--- config.mk ---
export PLATFORM = sky130hd
export DESIGN_NAME = ta_cap_sched
export DESIGN_NICKNAME = d
export VERILOG_FILES = /design/src/rtl/ta_cap_sched.sv
export SDC_FILE = /design/constraint.sdc
export NUM_CORES = 1
export LEC_CHECK = 0
export BUFFER_PORTS_ARGS = -buffer_cell sky130_fd_sc_hd__buf_4
export CAP_MARGIN = 25
export CORE_ASPECT_RATIO = 0.8
export CORE_MARGIN = 5
export CORE_UTILIZATION = 53
export DETAILED_ROUTE_END_ITERATION = 8
export PLACE_DENSITY = 0.77
export RECOVER_POWER = 100
export SYNTH_ARGS = -nofsm -noshare
export SYNTH_HDL_FRONTEND = slang
export SYNTH_SLANG_ARGS = --single-unit
--- constraint.sdc ---
create_clock -name clk200 -period 2.9 [get_ports clk200]
set_input_delay 0.145 -clock clk200 [delete_from_list [all_inputs] [get_ports clk200]]
set_output_delay 0.145 -clock clk200 [all_outputs]
set_load 0.1 [all_outputs]
--- src/rtl/ta_cap_sched.sv ---
// Laser capture sequencer: trigger edge -> per shot {wait lddr_rdy, fire, delay, merge window, gap}.
// Outputs are registered from the next state (one cycle after the deciding edge); lddr_rdy stalls ARM up to TO_CYC cycles.
module ta_cap_sched #(
    parameter int CNT_W  = 16,
    parameter int REP_W  = 8,
    parameter int TO_CYC = 1024
) (
    input  logic             clk200,
    input  logic             rst,
    input  logic             cap_trig,
    input  logic             cap_abort,
    input  logic [CNT_W-1:0] cfg_dly,
    input  logic [CNT_W-1:0] cfg_win,
    input  logic [CNT_W-1:0] cfg_gap,
    input  logic [REP_W-1:0] cfg_rep,
    input  logic             lddr_rdy,
    output logic             ldd_trig,
    output logic             merge_en,
    output logic             capr_rdy,
    output logic             cap_cmpt,
    output logic [2:0]       cap_phase,
    output logic [REP_W-1:0] shot_cnt,
    output logic             err_to
);
    localparam int WT_W = $clog2(TO_CYC + 1);

    typedef enum logic [2:0] {
        IDLE   = 3'd0,
        ARM    = 3'd1,
        FIRE   = 3'd2,
        DELAY  = 3'd3,
        WINDOW = 3'd4,
        GAP    = 3'd5,
        DONE   = 3'd6
    } state_t;

    state_t           state, state_nxt;
    logic [CNT_W-1:0] cnt, dly_q, win_q, gap_q;
    logic [REP_W-1:0] rep_q;
    logic [WT_W-1:0]  wait_cnt;
    logic [REP_W:0]   shot_inc;
    logic             trig_q, trig_arm, trig_edge, accept, timeout, win_last;

    // trig_arm blocks a trigger that was already high when reset released
    assign trig_edge = cap_trig & ~trig_q & trig_arm;
    assign accept    = (state == IDLE) & trig_edge & ~cap_abort;
    assign timeout   = (state == ARM) & ~lddr_rdy & (wait_cnt == WT_W'(TO_CYC - 1));
    assign win_last  = (state == WINDOW) & (cnt == win_q - 1'b1);
    assign shot_inc  = {1'b0, shot_cnt} + 1'b1;

    always_comb begin
        state_nxt = state;
        case (state)
            IDLE:    if (accept) state_nxt = ARM;
            ARM: begin
                if (lddr_rdy)     state_nxt = FIRE;
                else if (timeout) state_nxt = IDLE;
            end
            FIRE:    state_nxt = (dly_q == '0) ? WINDOW : DELAY;
            DELAY:   if (cnt == dly_q - 1'b1) state_nxt = WINDOW;
            WINDOW: begin
                if (win_last) begin
                    if (shot_inc == {1'b0, rep_q}) state_nxt = DONE;
                    else if (gap_q == '0)          state_nxt = ARM;
                    else                           state_nxt = GAP;
                end
            end
            GAP:     if (cnt == gap_q - 1'b1) state_nxt = ARM;
            DONE:    state_nxt = IDLE;
            default: state_nxt = IDLE;
        endcase
        if (cap_abort && state != IDLE) state_nxt = IDLE;
    end

    always_ff @(posedge clk200 or negedge rst) begin
        if (!rst) begin
            state     <= IDLE;
            trig_q    <= 1'b0;
            trig_arm  <= 1'b0;
            cnt       <= '0;
            wait_cnt  <= '0;
            dly_q     <= '0;
            win_q     <= '0;
            gap_q     <= '0;
            rep_q     <= '0;
            shot_cnt  <= '0;
            err_to    <= 1'b0;
            ldd_trig  <= 1'b0;
            merge_en  <= 1'b0;
            cap_cmpt  <= 1'b0;
            capr_rdy  <= 1'b1;
            cap_phase <= 3'd0;
        end else begin
            state  <= state_nxt;
            trig_q <= cap_trig;
            if (!cap_trig) trig_arm <= 1'b1;

            // phase counter restarts on every state change and saturates otherwise
            cnt      <= (state_nxt != state) ? '0 : ((cnt == '1) ? cnt : cnt + 1'b1);
            wait_cnt <= (state == ARM && state_nxt == ARM) ? wait_cnt + 1'b1 : '0;

            if (accept) begin
                dly_q    <= cfg_dly;
                win_q    <= (cfg_win == '0) ? CNT_W'(1) : cfg_win;
                gap_q    <= cfg_gap;
                rep_q    <= (cfg_rep == '0) ? REP_W'(1) : cfg_rep;
                shot_cnt <= '0;
                err_to   <= 1'b0;
            end
            if (win_last && !cap_abort && shot_cnt != '1) shot_cnt <= shot_inc[REP_W-1:0];
            if (timeout && !cap_abort) err_to <= 1'b1;

            ldd_trig  <= (state_nxt == FIRE);
            merge_en  <= (state_nxt == WINDOW);
            cap_cmpt  <= (state_nxt == DONE);
            capr_rdy  <= (state_nxt == IDLE);
            cap_phase <= state_nxt;
        end
    end
endmodule
# Word-level counts from Yosys, hierarchy flattened
# Index checks and enable logic that the tools add are counted.
[word_totals]
reg_bits = 101
latch_bits = 0
ram_bits = 0
romBits = 0
inputBits = 61
output_inout_bits = 16
word_cells = 84
memories = 0
[classes]
add_sub_neg = 6
mul = 0
div = 0
order_cmp = 0
eq_ne = 18
shifts = 0
n_mux = 20
bitwise = 10
n_reduce_logical = 15
[ops]
columns = ["cell", "count"]
rows = [
  ["$eq 16x16->1", 3],
  ["$logic_not 16->1", 3],
  ["$mux 16", 3],
  ["$sub 16x1->16 const B", 3],
  ["$mux 3", 10],
  ["$mux 8", 3],
  ["$pmux 3 s6", 1],
  ["$add 16x1->16 const B", 1],
  ["$eq 16x16->1 const B", 1],
  ["$eq 3x3->1 const B", 4],
  ["$add 11x1->11 const B", 1],
  ["$eq 11x10->1 const B", 1],
  ["$mux 11", 1],
  ["$add 8x1->9 const B", 1],
  ["$eq 3x2->1 const B", 3],
  ["$eq 9x8->1", 1],
  ["$logic_not 8->1", 1],
  ["$ne 8x8->1 const B", 1],
  ["$and 1x1->1", 7],
  ["$eq 3x1->1 const B", 2],
  ["$logic_not 3->1", 2],
  ["$logic_and 1x1->1", 5],
  ["$reduce_bool 2->1", 2],
  ["$ne 3x3->1", 1],
  ["other kinds (5)", 8],
]

# Longest topological paths before layout
# Gate-level depths: netlist of the first run.
[depth]
word_depth = 11
mapped_depth = 14
ltp_nobuf = 11

# Worst setup path after synthesis of the first run
# OpenSTA, ideal clock, no wires.
[synth_timing]
kind = "register to register"
from = "register shot_cnt[0]"
to = "register cnt[8]"
setup_time_ns = 0.072
arrival_time_ns = 3.175
required_ns = 2.828
path_slack_ns = -0.347
stages_incl_launch_ff = 12
path_buffers = 1
synth_period_minus_slack_ns = 3.247
cell_sequence = "dfrtp_1 ha_1 and4_1 and2_1 xnor2_1 a2bb2oi_1 nor4b_1 nor4_1 o41ai_2 o32ai_4 buf_6 nor2_1"
[synth_via]
elab_chain_len = 8
word_cells_on_any_way = 9
classes_between = "add/sub: 1; eq/ne: 3; mux: 5"
[synth_rtl]
columns = ["element", "line_no", "source"]
rows = [
  ["start, declared", "22", "output logic [REP_W-1:0] shot_cnt,"],
  ["start signal, assigned", "110", "if (win_last && !cap_abort && shot_cnt != '1) shot_cnt <= shot_inc[REP_W-1:0];"],
  ["$add 8x1->9 *", "49", "assign shot_inc = {1'b0, shot_cnt} + 1'b1;"],
  ["$eq 9x8->1 *", "63", "if (shot_inc == {1'b0, rep_q}) state_nxt = DONE;"],
  ["$mux 3 *", "63", ""],
  ["$mux 3 *", "62", "if (win_last) begin"],
  ["$pmux 3 s6 *", "53", "case (state)"],
  ["$mux 3 *", "72", "if (cap_abort && state != IDLE) state_nxt = IDLE;"],
  ["$ne 3x3->1 *", "99", "cnt <= (state_nxt != state) ? '0 : ((cnt == '1) ? cnt : cnt + 1'b1);"],
  ["$ne 2x2->1 (no source line) or $mux 16 (tied branches)", "--", ""],
  ["end signal, assigned", "99", ""],
  ["end, declared", "38", "logic [CNT_W-1:0] cnt, dly_q, win_q, gap_q;"],
]
# Every way passes the cells marked *; elsewhere a longest branch is shown, timed or not.
# A chain may end at the register's enable or synchronous reset.

# Worst setup path in the final report of the first run
[layout_timing]
from = "register win_q[0]"
to = "register cap_cmpt"
[layout_via]
elab_chain_len = 7
[layout_rtl]
columns = ["element", "line_no", "source"]
rows = [
  ["start, declared", "38", ""],
  ["start signal, assigned", "104", "win_q <= (cfg_win == '0) ? CNT_W'(1) : cfg_win;"],
  ["$sub 16x1->16", "48", "assign win_last = (state == WINDOW) & (cnt == win_q - 1'b1);"],
  ["$eq 16x16->1", "48", ""],
  ["$and 1x1->1", "48", ""],
  ["$mux 3", "62", ""],
  ["$pmux 3 s6", "53", ""],
  ["$mux 3", "72", ""],
  ["via state_nxt[2]", "37", "state_t state, state_nxt;"],
  ["$eq 3x3->1", "115", "cap_cmpt <= (state_nxt == DONE);"],
  ["end signal, assigned", "115", ""],
  ["end, declared", "20", "output logic cap_cmpt,"],
]
# The timed path passes the listed nets, and every way through them passes these cells.

==> impl_metrics.toml, run 1 <==
[hold_path]
hp-start = "cfg_gap[2]"
holdCritPathClass = "input port to register"

[clock_network]
cts_made_buffers = 9
cts.path.max_buffers = 2
root_buffer = "clkbuf_16"
tritoncts = "built"
clkTransAtPathRegs_ns = 0.07
htree_levels = 3
clk_latency_ns = 0.35
cts_sinks = 101

[setup_path]
worstPathCellList = "inv_2 -> ha_4 -> or4b_4 -> nor4b_4 -> a22oi_1 -> a32oi_1 -> nand4_1 -> nor4_1 -> buf_4 -> nand3b_1 -> a31oi_2 -> nor2b_1"
r2r_slack_ns = -0.18
crit_family = "simple AND/OR/NAND/NOR gates"
cp.buffers_inverters = 2
worstPathArrival_ns = 3.29
critPathLaunch = "win_q[0]$_DFFE_PN0P_"
slowest_stage = "or4b_4"
worstSetupPathType = "register to register"
crit_path_end_kind = "register"
startpoint_type = "register"
worstPathMaxFanout = 5
r2r-start = "win_q[0]$_DFFE_PN0P_"
cp_data_required_time_ns = 3.12
critPathMaxStageDelay_ns = 0.52

[sta]
max_slew_margin_pct = 20.9
rsz0062_at_grt = "yes"
setup_violations = 21
setup_slack_ns = -0.177
timing_max_transition_violations_final = 0
whs_ns = 0.00532
worstMarginPinSlew_ns = 1.19
fin_skew_ns = 0.00874
final_hold_viol_count = 0
layout_min_cycle_time_ns = 3.08
max_freq_ghz = 0.325
period_share_pct = 106

[cells_and_area]
layout_common_cells = "nand2_1, buf_4, dfrtp_1"
fin_util_pct = 70.9
final_nets = 977
drive_gt1_share_pct = 22.5
antenna_cells = 0
synthToLayoutAreaGrowth_pct = 30.7
layout_commonest_cell = "nand2_1"
fin_cells = 1063

[global_routing]
antenna_found_initial = 0
grt_max_degree = 84
overflow = 0
grtUsageTotal_pct = 26.3
grt_pass1_vias = 6192
grt_pass1_wl_um = 30400

[route]
dr.pass1.iters = 5
wl_um = 18600
wl_per_cell_um = 17.5
drc_errors = 0
drt_iter0_drc = 595
ant_nets = 0
post_drt_via_cell_ratio = 5.79
vias = 6151

[placement]
numPortBuffers = 76
place_ws_ns = -0.172
dp_hpwl_um = 13200
dp_cells = 1015
gp_routability_congestion = 0.899

[synth]
syn-cell-area_um2 = 6250
async_flop_share_pct = 100
synth-seq-area-share_pct = 40.5
synthCells = 756
synth_edf_count = 0
synth_cell_type_count = 67
syn-num-nets = 823
yosysWarnings = 0
ys.flop_type = "dfrtp_1"
synth-seq-cells = 101
synth_area_per_cell_um2 = 8.27

[floorplan]
dieWidth_um = 131
coreArea_um2 = 11500
die_height_um = 107
row_count = 35
io_pins = 77
floorplan.initialDensity_pct = 54.3
dieArea_um2 = 14100

[power]
ir_drop_mv = 0.491
p_per_area_nw_per_um2 = 906
total_power_mw = 7.40
p_leak_nw = 3.66

[outcome]
outcome = "finished with violations"
violations = "setup timing"

[job]
drv_cap = 0
==> registers in the layout, indices dropped and copies added (netlist names), 3 cells and up <==
name	flops
cnt	16
wait_cnt	11
state	3
rep_q	8
dly_q	16
win_q	16
gap_q	16
shot_cnt	8
==> worst register-to-register path, stage by stage (launching register included) <==
cell and delay, ns:
dfrtp_1 0.44, inv_2 0.11, ha_4 0.14, or4b_4 0.52
nor4b_4 0.27, a22oi_1 0.13, a32oi_1 0.22, nand4_1 0.20
nor4_1 0.27, buf_4 0.17, nand3b_1 0.15, a31oi_2 0.14
nor2b_1 0.20
==> Yosys cell counts, drive strengths merged, types with 8 or more instances <==
cell | count | area share (%)
nor4 | 19 | 1.9
dfrtp | 100 | 40
nand2b | 14 | 1.4
clkbuf | 42 | 2.5
xor2 | 36 | 5.0
inv | 11 | 0.66
nand3 | 22 | 1.8
nand4 | 13 | 1.3
nor2 | 59 | 3.5
a21oi | 20 | 1.6
o21ai | 27 | 2.2
nand2 | 182 | 11
or4 | 8 | 1.1
nor3 | 33 | 2.6
xnor2 | 52 | 7.3
==> power by group <==
group	internal (mW)	switching [mW]	total, mW
Sequential	1.84	0.445	2.29
Clock	0.609	0.536	1.15
Combinational	1.77	2.20	3.97
Total	4.22	3.18	7.40
==> worst paths after layout <==
check,cells past startpoint,endpoint
max reg2reg,12,cap_cmpt$_DFF_PN0_
max in group asynchronous,4,win_q[5]$_DFFE_PN0P_
min,3,gap_q[2]$_DFFE_PN0P_
min in group asynchronous,2,gap_q[6]$_DFFE_PN0P_
min reg2reg,1,trig_arm$_DFFE_PN0N_
max,12,cap_cmpt$_DFF_PN0_
==> through the flow <==
stage / setup TNS, ns / instance area (µm²)
after floorplan: 0 / 6280
after global placement: -0.549 / 7490
after detailed placement: -2.31 / 7490
after CTS: -1.08 / 8080
after global routing: -4.94 / 8170
final: -3.01 / 8170
==> final cells by class <==
cell class,count,area (µm²)
clock buffer,13,250
clock inverter,3,22.5
fill,875,3350
inverter,11,41.3
multi-input combinational,598,3670
sequential,101,2540
tap,148,185
timing repair buffer,189,1460
==> per-layer routing <==
metal  GRT usage [%]  vias to the layer above  routed length [µm]
li1                -                     2907                   -
met1            34.4                     2929                7930
met2            43.1                      263                8870
met3            5.58                       52                1260
met4            10.3                        0                 559
met5               0                        -                   0
==> logic make-up after synthesis <==
kind of cell    after synthesis  share of synthesized area, %
compound gates               98                          10.9
xor+xnor                     89                          12.7
fa+ha+maj                     6                          1.20
buf+inv                      57                          3.64
flops                       101                          40.5
mux                           5                         0.821
simple gates                400                          30.3
==> timing repair <==
item | 4_1_cts | 5_1_grt
pin swaps | 4 | 6
resized for setup | 12 | 16
hold buffers | 24 | 1
endpoints found under the setup margin | 21 | 33
setup buffers | 2 | 4
endpoints found under the hold margin | 25 | 19
Power figures use the tool's default switching activity.
==> run 2, diff against run 1 <==
Settings changed: BUFFER_PORTS_ARGS -buffer_cell sky130_fd_sc_hd__buf_4 to -buffer_cell sky130_fd_sc_hd__buf_2.
==> impl_metrics.toml, run 2 (same netlist as run 1, synthesis figures left out) <==
[floorplan]
row_count = 35
coreArea_um2 = 11500
dieArea_um2 = 14100
floorplan.initialDensity_pct = 54.3
dieWidth_um = 131
die_height_um = 107
io_pins = 77

[power]
ir_drop_mv = 0.462
p_per_area_nw_per_um2 = 922
total_power_mw = 7.50
p_leak_nw = 3.61

[cells_and_area]
antenna_cells = 0
layout_common_cells = "nand2_1, dfrtp_1, buf_4"
fin_util_pct = 70.7
fin_area_um2 = 8140
drive_gt1_share_pct = 25.2
layout_commonest_cell = "nand2_1"
synthToLayoutAreaGrowth_pct = 30.2
final_nets = 971

[setup_path]
cp.depth = 13
cp.buffers_inverters = 3
critPathLaunch = "win_q[0]$_DFFE_PN0P_"
worstPathCellList = "inv_2 -> ha_4 -> or4b_4 -> nor4b_4 -> a22oi_2 -> a32oi_2 -> nand4_1 -> nor4_2 -> buf_4 -> o41ai_4 -> o32ai_4 -> buf_12 -> nor3_1"
worstPathArrival_ns = 3.22
critPathMaxStageDelay_ns = 0.53
r2r-end = "cnt[6]$_DFFE_PN0P_"
startpoint_type = "register"
worstSetupPathType = "register to register"
r2r-start = "win_q[0]$_DFFE_PN0P_"
crit_path_end_kind = "register"
r2r_slack_ns = -0.08
cp_data_required_time_ns = 3.14
worstPathMaxFanout = 16
slowest_stage = "or4b_4"
crit_family = "simple AND/OR/NAND/NOR gates"
endpoint = "cnt[6]$_DFFE_PN0P_"
r2r_cells = 13

[global_routing]
grt_pass1_wl_um = 29600
overflow = 0
grt_max_degree = 71
grtUsageTotal_pct = 25.7
grt_pass1_vias = 6032
antenna_found_initial = 0

[clock_network]
htree_levels = 3
cts_sinks = 101
root_buffer = "clkbuf_16"
clkTransAtPathRegs_ns = 0.07
tritoncts = "built"
cts_made_buffers = 9
cts.path.max_buffers = 2
clk_latency_ns = 0.35

[outcome]
outcome = "finished with violations"
violations = "capacitance limit, slew limit, setup timing"

[sta]
timing_max_transition_violations_final = 71
fin_skew_ns = 0.0118
max_freq_ghz = 0.335
setup_violations = 19
period_share_pct = 103
final_hold_viol_count = 0
rsz0062_at_grt = "yes"
whs_ns = 0.00165
setup_slack_ns = -0.0836
max_slew_margin_pct = -13.1
layout_min_cycle_time_ns = 2.98
worstMarginPinSlew_ns = 1.70

[job]
drv_cap = 1

[placement]
place_area_um2 = 7280
numPortBuffers = 76
dp_hpwl_um = 13100
gp_routability_congestion = 0.940

[route]
drc_errors = 0
wl_um = 18100
wl_per_cell_um = 17.1
dr.pass1.iters = 5
drt_iter0_drc = 506
vias = 6126
ant_nets = 0
post_drt_via_cell_ratio = 5.80

[hold_path]
holdCritPathClass = "input port to register"
-- run 2: timing repair --
item,in CTS,in global routing
cloned,0,1
hold buffers,23,0
pin swaps,4,11
endpoints found under the setup margin,24,33
gates resized for setup,25,36
setup buffers,3,2
endpoints found under the hold margin,91,0
-- run 2: power breakdown --
part / leakage, nW / total, mW / switching, mW / internal, mW
clock: 0.143 / 1.24 / 0.563 / 0.677
sequential: 1.30 / 2.28 / 0.437 / 1.84
combinational: 2.17 / 3.98 / 2.22 / 1.76
-- run 2: worst min-delay path by stage --
stage	start	endpoint	slack [ns]	depth (start not counted)
detailed placement	cap_trig	trig_q$_DFF_PN0_	0.28	1
global placement	cap_trig	trig_q$_DFF_PN0_	0.28	1
CTS	cfg_dly[14]	dly_q[14]$_DFFE_PN0P_	0.001	3
finish	cfg_gap[6]	gap_q[6]$_DFFE_PN0P_	0.002	3
floorplan	rst	cap_cmpt$_DFF_PN0_	-0.15	0
global route	cfg_dly[14]	dly_q[14]$_DFFE_PN0P_	0.007	3
-- run 2: metrics by stage --
| stage | TNS [ns] | setup WS, ns | std cells |
|---|---|---|---|
| floorplan | 0 | 0.00345 | 756 |
| global placement | -0.490 | -0.105 | 1012 |
| detailed placement | -2.91 | -0.162 | 1012 |
| CTS | -0.514 | -0.0410 | 1054 |
| global route | -5.41 | -0.232 | 1057 |
| finish | -1.38 | -0.0836 | 1057 |
-- run 2: worst register-to-register path, stage by stage, from the launching register on --
cell	delay [ns]
dfrtp_1	0.41
inv_2	0.10
ha_4	0.13
or4b_4	0.53
nor4b_4	0.30
a22oi_2	0.13
a32oi_2	0.18
nand4_1	0.19
nor4_2	0.26
buf_4	0.18
o41ai_4	0.07
o32ai_4	0.18
buf_12	0.18
nor3_1	0.05
-- run 2: final cells by class --
cell class	count	area [µm²]
clock buffers	10	229
repair buffers	183	1260
fillers	884	3380
inverters	11	41.3
well taps	148	185
multi-input cells	598	3810
clock inverters	6	68.8
flip-flops and latches	101	2540
-- run 2: per-layer routing --
layer	GRT usage [%]	share of wire [%]
met4	9.18	2.3
met3	6.05	6.2
met5	0	0
met2	42.8	48
met1	32.9	43
